`config.mk`:
```
export PLATFORM = sky130hd
export DESIGN_NAME = dice_roll_arbiter
export DESIGN_NICKNAME = d
export VERILOG_FILES = /design/src/rtl/dice_pkg.sv /design/src/rtl/dice_lfsr.sv /design/src/rtl/dice_roll_arbiter.sv
export SDC_FILE = /design/constraint.sdc
export NUM_CORES = 1
export LEC_CHECK = 0
export ABC_AREA = 1
export BUFFER_PORTS_ARGS = -buffer_cell sky130_fd_sc_hd__buf_2
export CORE_MARGIN = 2
export CORE_UTILIZATION = 40
export CTS_BUF_LIST = sky130_fd_sc_hd__clkbuf_8
export DETAILED_ROUTE_END_ITERATION = 6
export HOLD_SLACK_MARGIN = 0.05
export SLEW_MARGIN = 30
export SYNTH_ARGS = -nofsm -noshare
export SYNTH_HDL_FRONTEND = slang
export SYNTH_SLANG_ARGS = --single-unit
```
`constraint.sdc`:
```
create_clock -name Clock -period 2.2 [get_ports Clock]
set_input_delay 0.44 -clock Clock [delete_from_list [all_inputs] [get_ports Clock]]
set_output_delay 0.44 -clock Clock [all_outputs]
set_load 0.005 [all_outputs]
```
`src/rtl/dice_pkg.sv`:
```
`default_nettype none
//==============================================================================
// dice_pkg : shared types and constants for the dice roll arbiter
// Rev 1.0
//==============================================================================
package dice_pkg;

   typedef enum logic [1:0] {
      ST_IDLE   = 2'd0,
      ST_ROLL   = 2'd1,
      ST_REPORT = 2'd2,
      ST_ERROR  = 2'd3
   } arb_state_t;

   localparam logic [2:0]  DICE_MIN  = 3'd1;
   localparam logic [2:0]  DICE_MAX  = 3'd6;

   // Right-shift Galois form of x^16 + x^14 + x^13 + x^11 + 1
   localparam logic [15:0] LFSR_TAPS = 16'hB400;

   function automatic logic dice_legal(input logic [2:0] v);
      return (v >= DICE_MIN) && (v <= DICE_MAX);
   endfunction

endpackage
`default_nettype wire

```
`src/rtl/dice_lfsr.sv`:
```
`default_nettype none
//==============================================================================
// dice_lfsr : free-running 16-bit Galois LFSR, steps every cycle
// Rev 1.0
//==============================================================================
module dice_lfsr
   import dice_pkg::*;
#(
   parameter logic [15:0] SEED = 16'hACE1
) (
   input  logic        Clock,
   input  logic        nReset,
   output logic [15:0] lfsr_state
);

   // A nonzero seed keeps the sequence off the all-zero lock-up state
   always_ff @(posedge Clock or negedge nReset) begin
      if (!nReset) begin
         lfsr_state <= SEED;
      end else begin
         lfsr_state <= {1'b0, lfsr_state[15:1]} ^ (lfsr_state[0] ? LFSR_TAPS : 16'h0000);
      end
   end

endmodule
`default_nettype wire

```
`src/rtl/dice_roll_arbiter.sv`:
```
`default_nettype none
//==============================================================================
// dice_roll_arbiter : round-robin sharing of one dice engine between players
// Rev 1.0
//==============================================================================
module dice_roll_arbiter
   import dice_pkg::*;
#(
   parameter int          NUM_PLAYERS = 4,
   parameter int          MIN_ROLL    = 8,
   parameter int          MAX_ROLL    = 64,
   parameter logic [15:0] LFSR_SEED   = 16'hACE1
) (
   input  logic                           Clock,
   input  logic                           nReset,
   input  logic [NUM_PLAYERS-1:0]         Req,
   input  logic [NUM_PLAYERS-1:0]         Hold,
   input  logic [2:0]                     DiceValue,
   output logic [1:0]                     Ran,
   output logic [NUM_PLAYERS-1:0]         Grant,
   output logic                           Busy,
   output logic                           ResultValid,
   output logic [2:0]                     Result,
   output logic [$clog2(NUM_PLAYERS)-1:0] ResultPlayer,
   output logic                           Error
);

   localparam int SEL_W = $clog2(NUM_PLAYERS);
   localparam int CNT_W = $clog2(MAX_ROLL + 1);
   localparam logic [CNT_W-1:0] MIN_C = CNT_W'(MIN_ROLL);
   localparam logic [CNT_W-1:0] MAX_C = CNT_W'(MAX_ROLL);

   arb_state_t       state, state_nxt;
   logic [SEL_W-1:0] sel, sel_nxt;
   logic [SEL_W-1:0] ptr, ptr_nxt;
   logic [SEL_W-1:0] pick_idx;
   logic             pick_found;
   logic [CNT_W-1:0] cnt, cnt_nxt;
   logic [2:0]       result_nxt;
   logic [SEL_W-1:0] player_nxt;
   logic [15:0]      lfsr_state;
   logic             lfsr_unused;

   dice_lfsr #(
      .SEED       (LFSR_SEED)
   ) u_lfsr (
      .Clock      (Clock),
      .nReset     (nReset),
      .lfsr_state (lfsr_state)
   );

   assign Ran         = lfsr_state[1:0];
   assign lfsr_unused = ^lfsr_state[15:2];

   // Search starts one past the last served player so service rotates
   always_comb begin
      logic [SEL_W-1:0] idx;
      pick_found = 1'b0;
      pick_idx   = '0;
      idx        = '0;
      for (int i = 1; i <= NUM_PLAYERS; i++) begin
         idx = SEL_W'((int'(ptr) + i) % NUM_PLAYERS);
         if (!pick_found && Req[idx]) begin
            pick_found = 1'b1;
            pick_idx   = idx;
         end
      end
   end

   always_comb begin
      state_nxt  = state;
      cnt_nxt    = cnt;
      sel_nxt    = sel;
      ptr_nxt    = ptr;
      result_nxt = Result;
      player_nxt = ResultPlayer;

      if (state != ST_ERROR && !dice_legal(DiceValue)) begin
         state_nxt = ST_ERROR;
      end else begin
         case (state)
            ST_IDLE: begin
               if (pick_found) begin
                  sel_nxt   = pick_idx;
                  cnt_nxt   = CNT_W'(1);
                  state_nxt = ST_ROLL;
               end
            end
            ST_ROLL: begin
               if (cnt != MAX_C) begin
                  cnt_nxt = cnt + CNT_W'(1);
               end
               // A withdrawn request wins over a completed roll
               if (!Req[sel]) begin
                  ptr_nxt   = sel;
                  state_nxt = ST_IDLE;
               end else if ((cnt >= MIN_C && !Hold[sel]) || cnt == MAX_C) begin
                  result_nxt = DiceValue;
                  player_nxt = sel;
                  ptr_nxt    = sel;
                  state_nxt  = ST_REPORT;
               end
            end
            ST_REPORT: state_nxt = ST_IDLE;
            ST_ERROR:  state_nxt = ST_ERROR;
            default:   state_nxt = ST_IDLE;
         endcase
      end
   end

   always_comb begin
      Grant       = '0;
      Busy        = (state != ST_IDLE);
      ResultValid = (state == ST_REPORT);
      Error       = (state == ST_ERROR);
      if (state == ST_ROLL || state == ST_REPORT) begin
         Grant[sel] = 1'b1;
      end
   end

   always_ff @(posedge Clock or negedge nReset) begin
      if (!nReset) begin
         state        <= ST_IDLE;
         cnt          <= '0;
         sel          <= '0;
         ptr          <= SEL_W'(NUM_PLAYERS - 1);
         Result       <= DICE_MIN;
         ResultPlayer <= '0;
      end else begin
         state        <= state_nxt;
         cnt          <= cnt_nxt;
         sel          <= sel_nxt;
         ptr          <= ptr_nxt;
         Result       <= result_nxt;
         ResultPlayer <= player_nxt;
      end
   end

endmodule
`default_nettype wire

```
==> results.md, run 1 <==
* Place WS at 0.525 ns
* Root cell of the clock tree: clkbuf_8
* Netlist cell types at 29
* Routed length per placed instance at 10.7 um
* Vias in the first global route at 1342
* Clock buffer depth at 2
* Final setup fails at 0
* Status: completed
* Core ar. at 4750 um2
* M1 wire length at 1920 um
* Row cnt at 25
* Top-count cell post-synth: nand2_1
* Gpl congestion at 0.808
* # DRC at 0
* Post-synth top area share at 0.289
* Ys Warns at 0
* Critical path class: reg2out
* Syn Area/Cell at 8.15 um2
* Slew margin rel. at 0.521
* Max Slew Vio Count at 0
* Clock period minus worst slack at 1.95 ns
* N_diodes at 0
* Synth area leaders: dfrtp_1 29%, nand2_1 16%, dfstp_2 15%
* Met3 Wirelength at 186 um
* Final hold viol count at 0
* Max layer used: met4
* Netlist Area Pre-Place at 1990 um2
* Power share of the clock group at 0.177
* Post-synthesis sequential area ratio at 0.435
* # placed instances at 332
* Worst min-delay path class: in2async
* DR WL met2 at 1490 um
* Number of port buffers at 26
* CTS resizes at 0
* Async SR Flop Fraction at 1.00
* Die width at 74.5 um
* Worst vdd ir at 0.548 mV
* # nets final at 292
* Antenna viol nets, final at 0
* Hold slack at 0.208 ns
* Psw at 1.21 mW
* Syn Nets at 264
* Layout cell share with drive strength beyond 1 at 0.271
* Post-route insts no fill at 340
* Layout Skew at 0.00533 ns
* Die area at 5550 um2
* I/O pin cnt at 27
* Initial antenna violation count at 0
* Hold-fix buffers at CTS at 0
* Overall global routing resource usage at 0.144
* Synth-to-layout area growth at 13.3%
* Cell taking the most area after synthesis: dfrtp_1
* CP arrival at 1.51 ns
* Die Span Y at 74.5 um
* WL final at 3640 um
* Worst-Margin Slew at 0.719 ns
* Number of fill cells at 496
* Main synth FF type: dfrtp_1
* DR vias/cell at 4.51
* Sw frac at 0.458
* Top cells by count, synth: 86 x nand2_1, 23 x dfrtp_1, 23 x nand3_1, 21 x inv_1
* Largest net degree at the start of global routing at 35
* H-Tree Depth at 2
* First-pass GRT wire length at 5910 um
* CP max stage delay at 0.40 ns
* HPWL Detailed at 2780 um
* Sequential group share of total power at 0.330
* Gate Count Post-Synth at 244
* Drt first pass iters at 6
* Logic pwr share at 0.493
* F_max at 512 MHz
* TritonCTS clock tree: done
* Via count at 1533
* Worst path slowest cell: dfrtp_1
* PD cells at 1170 nW/um2
* GRT overflow at 0
* Num CTS Buffers at 5
* Initial DRC Count at 63
* Internal Pwr Total at 1.43 mW
* Req. time, crit path at 1.76 ns
* Leak at 1.22 nW
* Crit-path most repeated cell: inv_1
* Clock Latency Late Sink at 0.29 ns
* Crit share post-route at 0.887
* Post-CTS Setup Inserts at 0
* Max Cap Viol at 0
* Post-synth EDFFs at 0
* Initial core utilization at 0.418
* Final worst slack at 0.248 ns
* Unrepaired setup endpoints after global routing: false
* Clock slew at reported path FFs at 0.06 ns
* Final TNS setup at 0 ns
* FF+latch count, synth at 34
* Startpoint Class: flip-flop
* CP Capture Type: output port
* Clock Sinks at 34
* Crit-path max FO at 4
* CP Cell Sequence: inv_1, ha_1, inv_1, nor3_1, buf_2
==> critical path: cells and delay by family, from the launching register on <==
| kind | cells | cell delay, ns |
|---|---|---|
| flops | 1 | 0.40 |
| fa+ha+maj | 1 | 0.32 |
| buf+inv | 3 | 0.33 |
| simple gates | 1 | 0.18 |
==> final cells by class <==
class	instances	area (um2)	share of cell area
clock buffer	6	82.6	0.0366
tap	67	83.8	0.0372
inverter	27	116	0.0516
sequential	34	865	0.384
timing repair buffer	26	130	0.0577
clock inverter	2	12.5	0.00555
multi-input combinational	178	963	0.428
==> sequential cells by signal (all words and copies together) (netlist names) <==
| register | flops |
|---|---|
| state | 2 |
| ResultPlayer | 2 |
| ptr | 2 |
| cnt | 7 |
| sel | 2 |
| Result | 3 |
| u_lfsr.lfsr_state | 16 |
==> cell usage in the layout, fill, tap and decap left out, types with 4 or more instances in the layout <==
cell type / count
nand2_1: 86
buf_2: 26
dfrtp_1: 23
nand3_1: 23
inv_1: 21
dfstp_2: 11
nand2_2: 11
nor2_1: 11
nand2_4: 7
ha_1: 7
nand4_1: 6
clkbuf_8: 6
nor3_1: 5
o21ai_0: 5
xor2_1: 4
==> power by group through the flow <==
stage,Clock [mW],Sequential (mW),Combinational (mW)
2_1_floorplan,0,0.784,1.15
6_report,0.468,0.871,1.30
4_1_cts,0.492,0.870,1.32
3_3_place_gp,0,0.881,1.31
3_5_place_dp,0,0.881,1.31
5_1_grt,0.520,0.888,1.49
==> worst paths after layout <==
kind / start / end / slack (ns) / cells after the start
setup / recovery: state[0]$_DFFE_PN0P_ / Grant[1] / 0.25 / 5
hold / removal: nReset / u_lfsr.lfsr_state[3]$_DFF_PN0_ / 0.21 / 1
setup reg to reg: ptr[0]$_DFFE_PN1P_ / cnt[1]$_DFFE_PN0P_ / 0.52 / 9
hold reg to reg: u_lfsr.lfsr_state[2]$_DFF_PN0_ / u_lfsr.lfsr_state[1]$_DFF_PN0_ / 0.35 / 0
max in group asynchronous: nReset / state[1]$_DFFE_PN0P_ / 1.53 / 1
min in group Clock: u_lfsr.lfsr_state[2]$_DFF_PN0_ / u_lfsr.lfsr_state[1]$_DFF_PN0_ / 0.35 / 0
==> cell families (layout without fill, tap and decap cells) <==
group                    Yosys count  in the layout  synth area share
AO/OA/AOI/OAI                     10             10            0.0308
AND/OR/NAND/NOR                  156            156             0.387
flip-flops                        34             34             0.435
adder cells (fa/ha/maj)            7              7            0.0440
XOR/XNOR                           5              5            0.0220
buffers and inverters             32             61            0.0811
==> through the flow <==
stage               utilization  power, mW  instance area (um2)
finish                    0.474       2.64                 2250
global route              0.474       2.90                 2250
CTS                       0.474       2.68                 2250
detailed placement        0.454       2.20                 2160
global placement          0.454       2.19                 2160
floorplan                     -       1.93                 1990
==> metal layers <==
layer | GRT usage | up-vias
met5 | 0 | -
met4 | 0.0536 | 0
met3 | 0.0569 | 4
met2 | 0.206 | 33
met1 | 0.197 | 677
li1 | - | 819
No activity file was read; power rests on OpenSTA's default activity.
==> run 2: changes to the inputs <==
clock period = 2.35 ns   (was 2.2 ns; I/O delays follow)
==> run 2 against run 1 <==
Net effect:
- clock power grew 37%
- via count fell by 0.33%
- critical path depth is the same
- critical endpoint is now Grant[0]
==> results.md, run 2 (synthesis gave the netlist of run 1 again) <==
* Initial DRC Count at 63 (unchanged)
* Worst-Margin Slew at 0.720 ns (was 0.719 ns)
* TritonCTS clock tree: done (unchanged)
* Critical path class: reg2out (unchanged)
* Initial antenna violation count at 0 (unchanged)
* Final hold viol count at 0 (unchanged)
* Clock slew at reported path FFs at 0.07 ns (was 0.06 ns)
* Layout Skew at 0.00225 ns (was 0.00533 ns)
* DR vias/cell at 4.49 (was 4.51)
* Largest registers: u_lfsr.lfsr_state: 16 flops, cnt: 7 flops, Result: 3 flops (unchanged)
* Unrepaired setup endpoints after global routing: false (unchanged)
* Row cnt at 25 (unchanged)
* Logic pwr share at 0.457 (was 0.493)
* Req. time, crit path at 1.88 ns (was 1.76 ns)
* Startpoint Class: flip-flop (unchanged)
* Multi-input logic area at 963 um2 (unchanged)
* Num CTS Buffers at 5 (unchanged)
* Core ar. at 4750 um2 (unchanged)
* CP Capture Type: output port (unchanged)
* Post-CTS Setup Inserts at 0 (unchanged)
* Clock buffer depth at 2 (unchanged)
* CP bufs+invs at 3 (unchanged)
* GRT overflow at 0 (unchanged)
* Max Cap Viol at 0 (unchanged)
* Gpl congestion at 0.841 (was 0.808)
* Psw at 1.15 mW (was 1.21 mW)
* Number of fill cells at 501 (was 496)
* Final core area utilization at 0.483 (was 0.474)
* First-pass GRT wire length at 6170 um (was 5910 um)
* PD cells at 1160 nW/um2 (was 1170 nW/um2)
* Vias in the first global route at 1379 (was 1342)
* Status: completed (unchanged)
* Via count at 1528 (was 1533)
* CP max stage delay at 0.40 ns (about the same)
* Initial core utilization at 0.418 (unchanged)
* Power share of the clock group at 0.239 (was 0.177)
* Layout cell share with drive strength beyond 1 at 0.271 (unchanged)
* Die area at 5550 um2 (unchanged)
* F_max at 493 MHz
* Most frequent cells in the layout: 86 x nand2_1, 26 x buf_2, 23 x dfrtp_1, 23 x nand3_1, 21 x inv_1 (unchanged)
* N_diodes at 0 (unchanged)
* Drt first pass iters at 4 (was 6)
* # nets final at 292 (unchanged)
* Final TNS setup at 0 ns (unchanged)
* WL final at 3710 um (was 3640 um)
* Max FFs per register at 16 (unchanged)
* Internal Pwr Total at 1.53 mW (was 1.43 mW)
* Synth-to-layout area growth at 15.4% (was 13.3%)
* Slew margin rel. at 0.520 (was 0.521)
* Crit-path most repeated cell: inv_1 (unchanged)
* # DRC at 0 (unchanged)
* Hold-fix buffers at CTS at 0 (unchanged)
* Number of port buffers at 26 (unchanged)
* Clock Latency Late Sink at 0.28 ns (was 0.29 ns)
* Storage element area at 865 um2 (unchanged)
* Clock Sinks at 34 (unchanged)
* Antenna viol nets, final at 0 (unchanged)
* Max Slew Vio Count at 0 (unchanged)
* Die width at 74.5 um (unchanged)
* Most common cell after layout, fill and taps aside: nand2_1 (unchanged)
* CTS resizes at 0 (unchanged)
* Routed length per placed instance at 10.9 um (was 10.7 um)
* H-Tree Depth at 2 (unchanged)
* I/O pin cnt at 27 (unchanged)
* Sw frac at 0.429 (was 0.458)
* Largest net degree at the start of global routing at 35 (unchanged)
* Die Span Y at 74.5 um (unchanged)
* Leak at 1.24 nW (was 1.22 nW)
* Final setup fails at 0 (unchanged)
* Sequential group share of total power at 0.304 (was 0.330)
* Overall global routing resource usage at 0.146 (was 0.144)
* Top delay family on crit path: flip-flops (unchanged)
* Worst path slowest cell: dfrtp_1 (unchanged)
* CP arrival at 1.56 ns (was 1.51 ns)
* CP Cell Sequence: inv_1, ha_1, inv_1, nor3_1, buf_2 (unchanged)
* Worst min-delay path class: in2async (unchanged)
* Crit-path max FO at 4 (unchanged)
* Clock period minus worst slack at 2.03 ns
* Worst vdd ir at 0.510 mV (was 0.548 mV)
* HPWL Detailed at 2860 um (was 2780 um)
* Largest reg by FF count: u_lfsr.lfsr_state (unchanged)
* Crit share post-route at 0.863
* Root cell of the clock tree: clkbuf_8 (unchanged)
run 2: cell count changes in the layout (fill, tap and decap cells not counted), sizes merged:
cell      delta
clkinvlp     -1
bufinv       +2
clkbuf       -1
run 2: through the flow:
step                power [mW]  hold WS, ns  std cells  cell area (um2)  setup WS [ns]
floorplan                 1.81        0.174        244             1990          0.875
global placement          2.05        0.336        332             2160          0.635
finish                    2.67        0.239        340             2300          0.321
CTS                       2.70        0.265        340             2300          0.314
global route              2.90        0.293        340             2300          0.234
detailed placement        2.05        0.338        332             2160          0.637
run 2: routing by layer:
layer / vias to the layer above / GRT usage / part of all wire
met5: - / 0 / 0
met4: 0 / 0.0417 / 0.0076
met3: 4 / 0.0407 / 0.036
met2: 24 / 0.207 / 0.42
met1: 676 / 0.218 / 0.54
li1: 824 / - / -
run 2: power groups by stage:
stage,clock [mW],sequential (mW),combinational [mW]
detailed placement,0,0.825,1.23
floorplan,0,0.734,1.08
CTS,0.649,0.814,1.24
global route,0.678,0.832,1.39
global placement,0,0.827,1.23
finish,0.639,0.813,1.22
run 2: cell type report:
type | instances | share of cell area
multi-input cells | 178 | 0.420
repair buffers | 26 | 0.0567
clock inverters | 3 | 0.0300
flip-flops and latches | 34 | 0.377
clock buffers | 5 | 0.0300
well taps | 67 | 0.0365
inverters | 27 | 0.0507
run 2: worst reg2reg max path, cell delays in order, from the launching register on:
cell	delay, ns
dfrtp_1	0.39
inv_1	0.09
ha_1	0.26
inv_1	0.17
nor2_1	0.08
nor2_2	0.32
nand2_4	0.13
nand2_1	0.08
nand2_1	0.05
run 2: final timing paths:
path	from	end	slack, ns	cells past startpoint
max reg2reg	state[1]$_DFFE_PN0P_	cnt[5]$_DFFE_PN0P_	0.69	8
max	state[0]$_DFFE_PN0P_	Grant[0]	0.32	5
min in group Clock	u_lfsr.lfsr_state[2]$_DFF_PN0_	u_lfsr.lfsr_state[1]$_DFF_PN0_	0.35	0
min reg2reg	u_lfsr.lfsr_state[2]$_DFF_PN0_	u_lfsr.lfsr_state[1]$_DFF_PN0_	0.35	0
min	nReset	u_lfsr.lfsr_state[1]$_DFF_PN0_	0.24	1
max in group asynchronous	nReset	state[0]$_DFFE_PN0P_	1.65	1
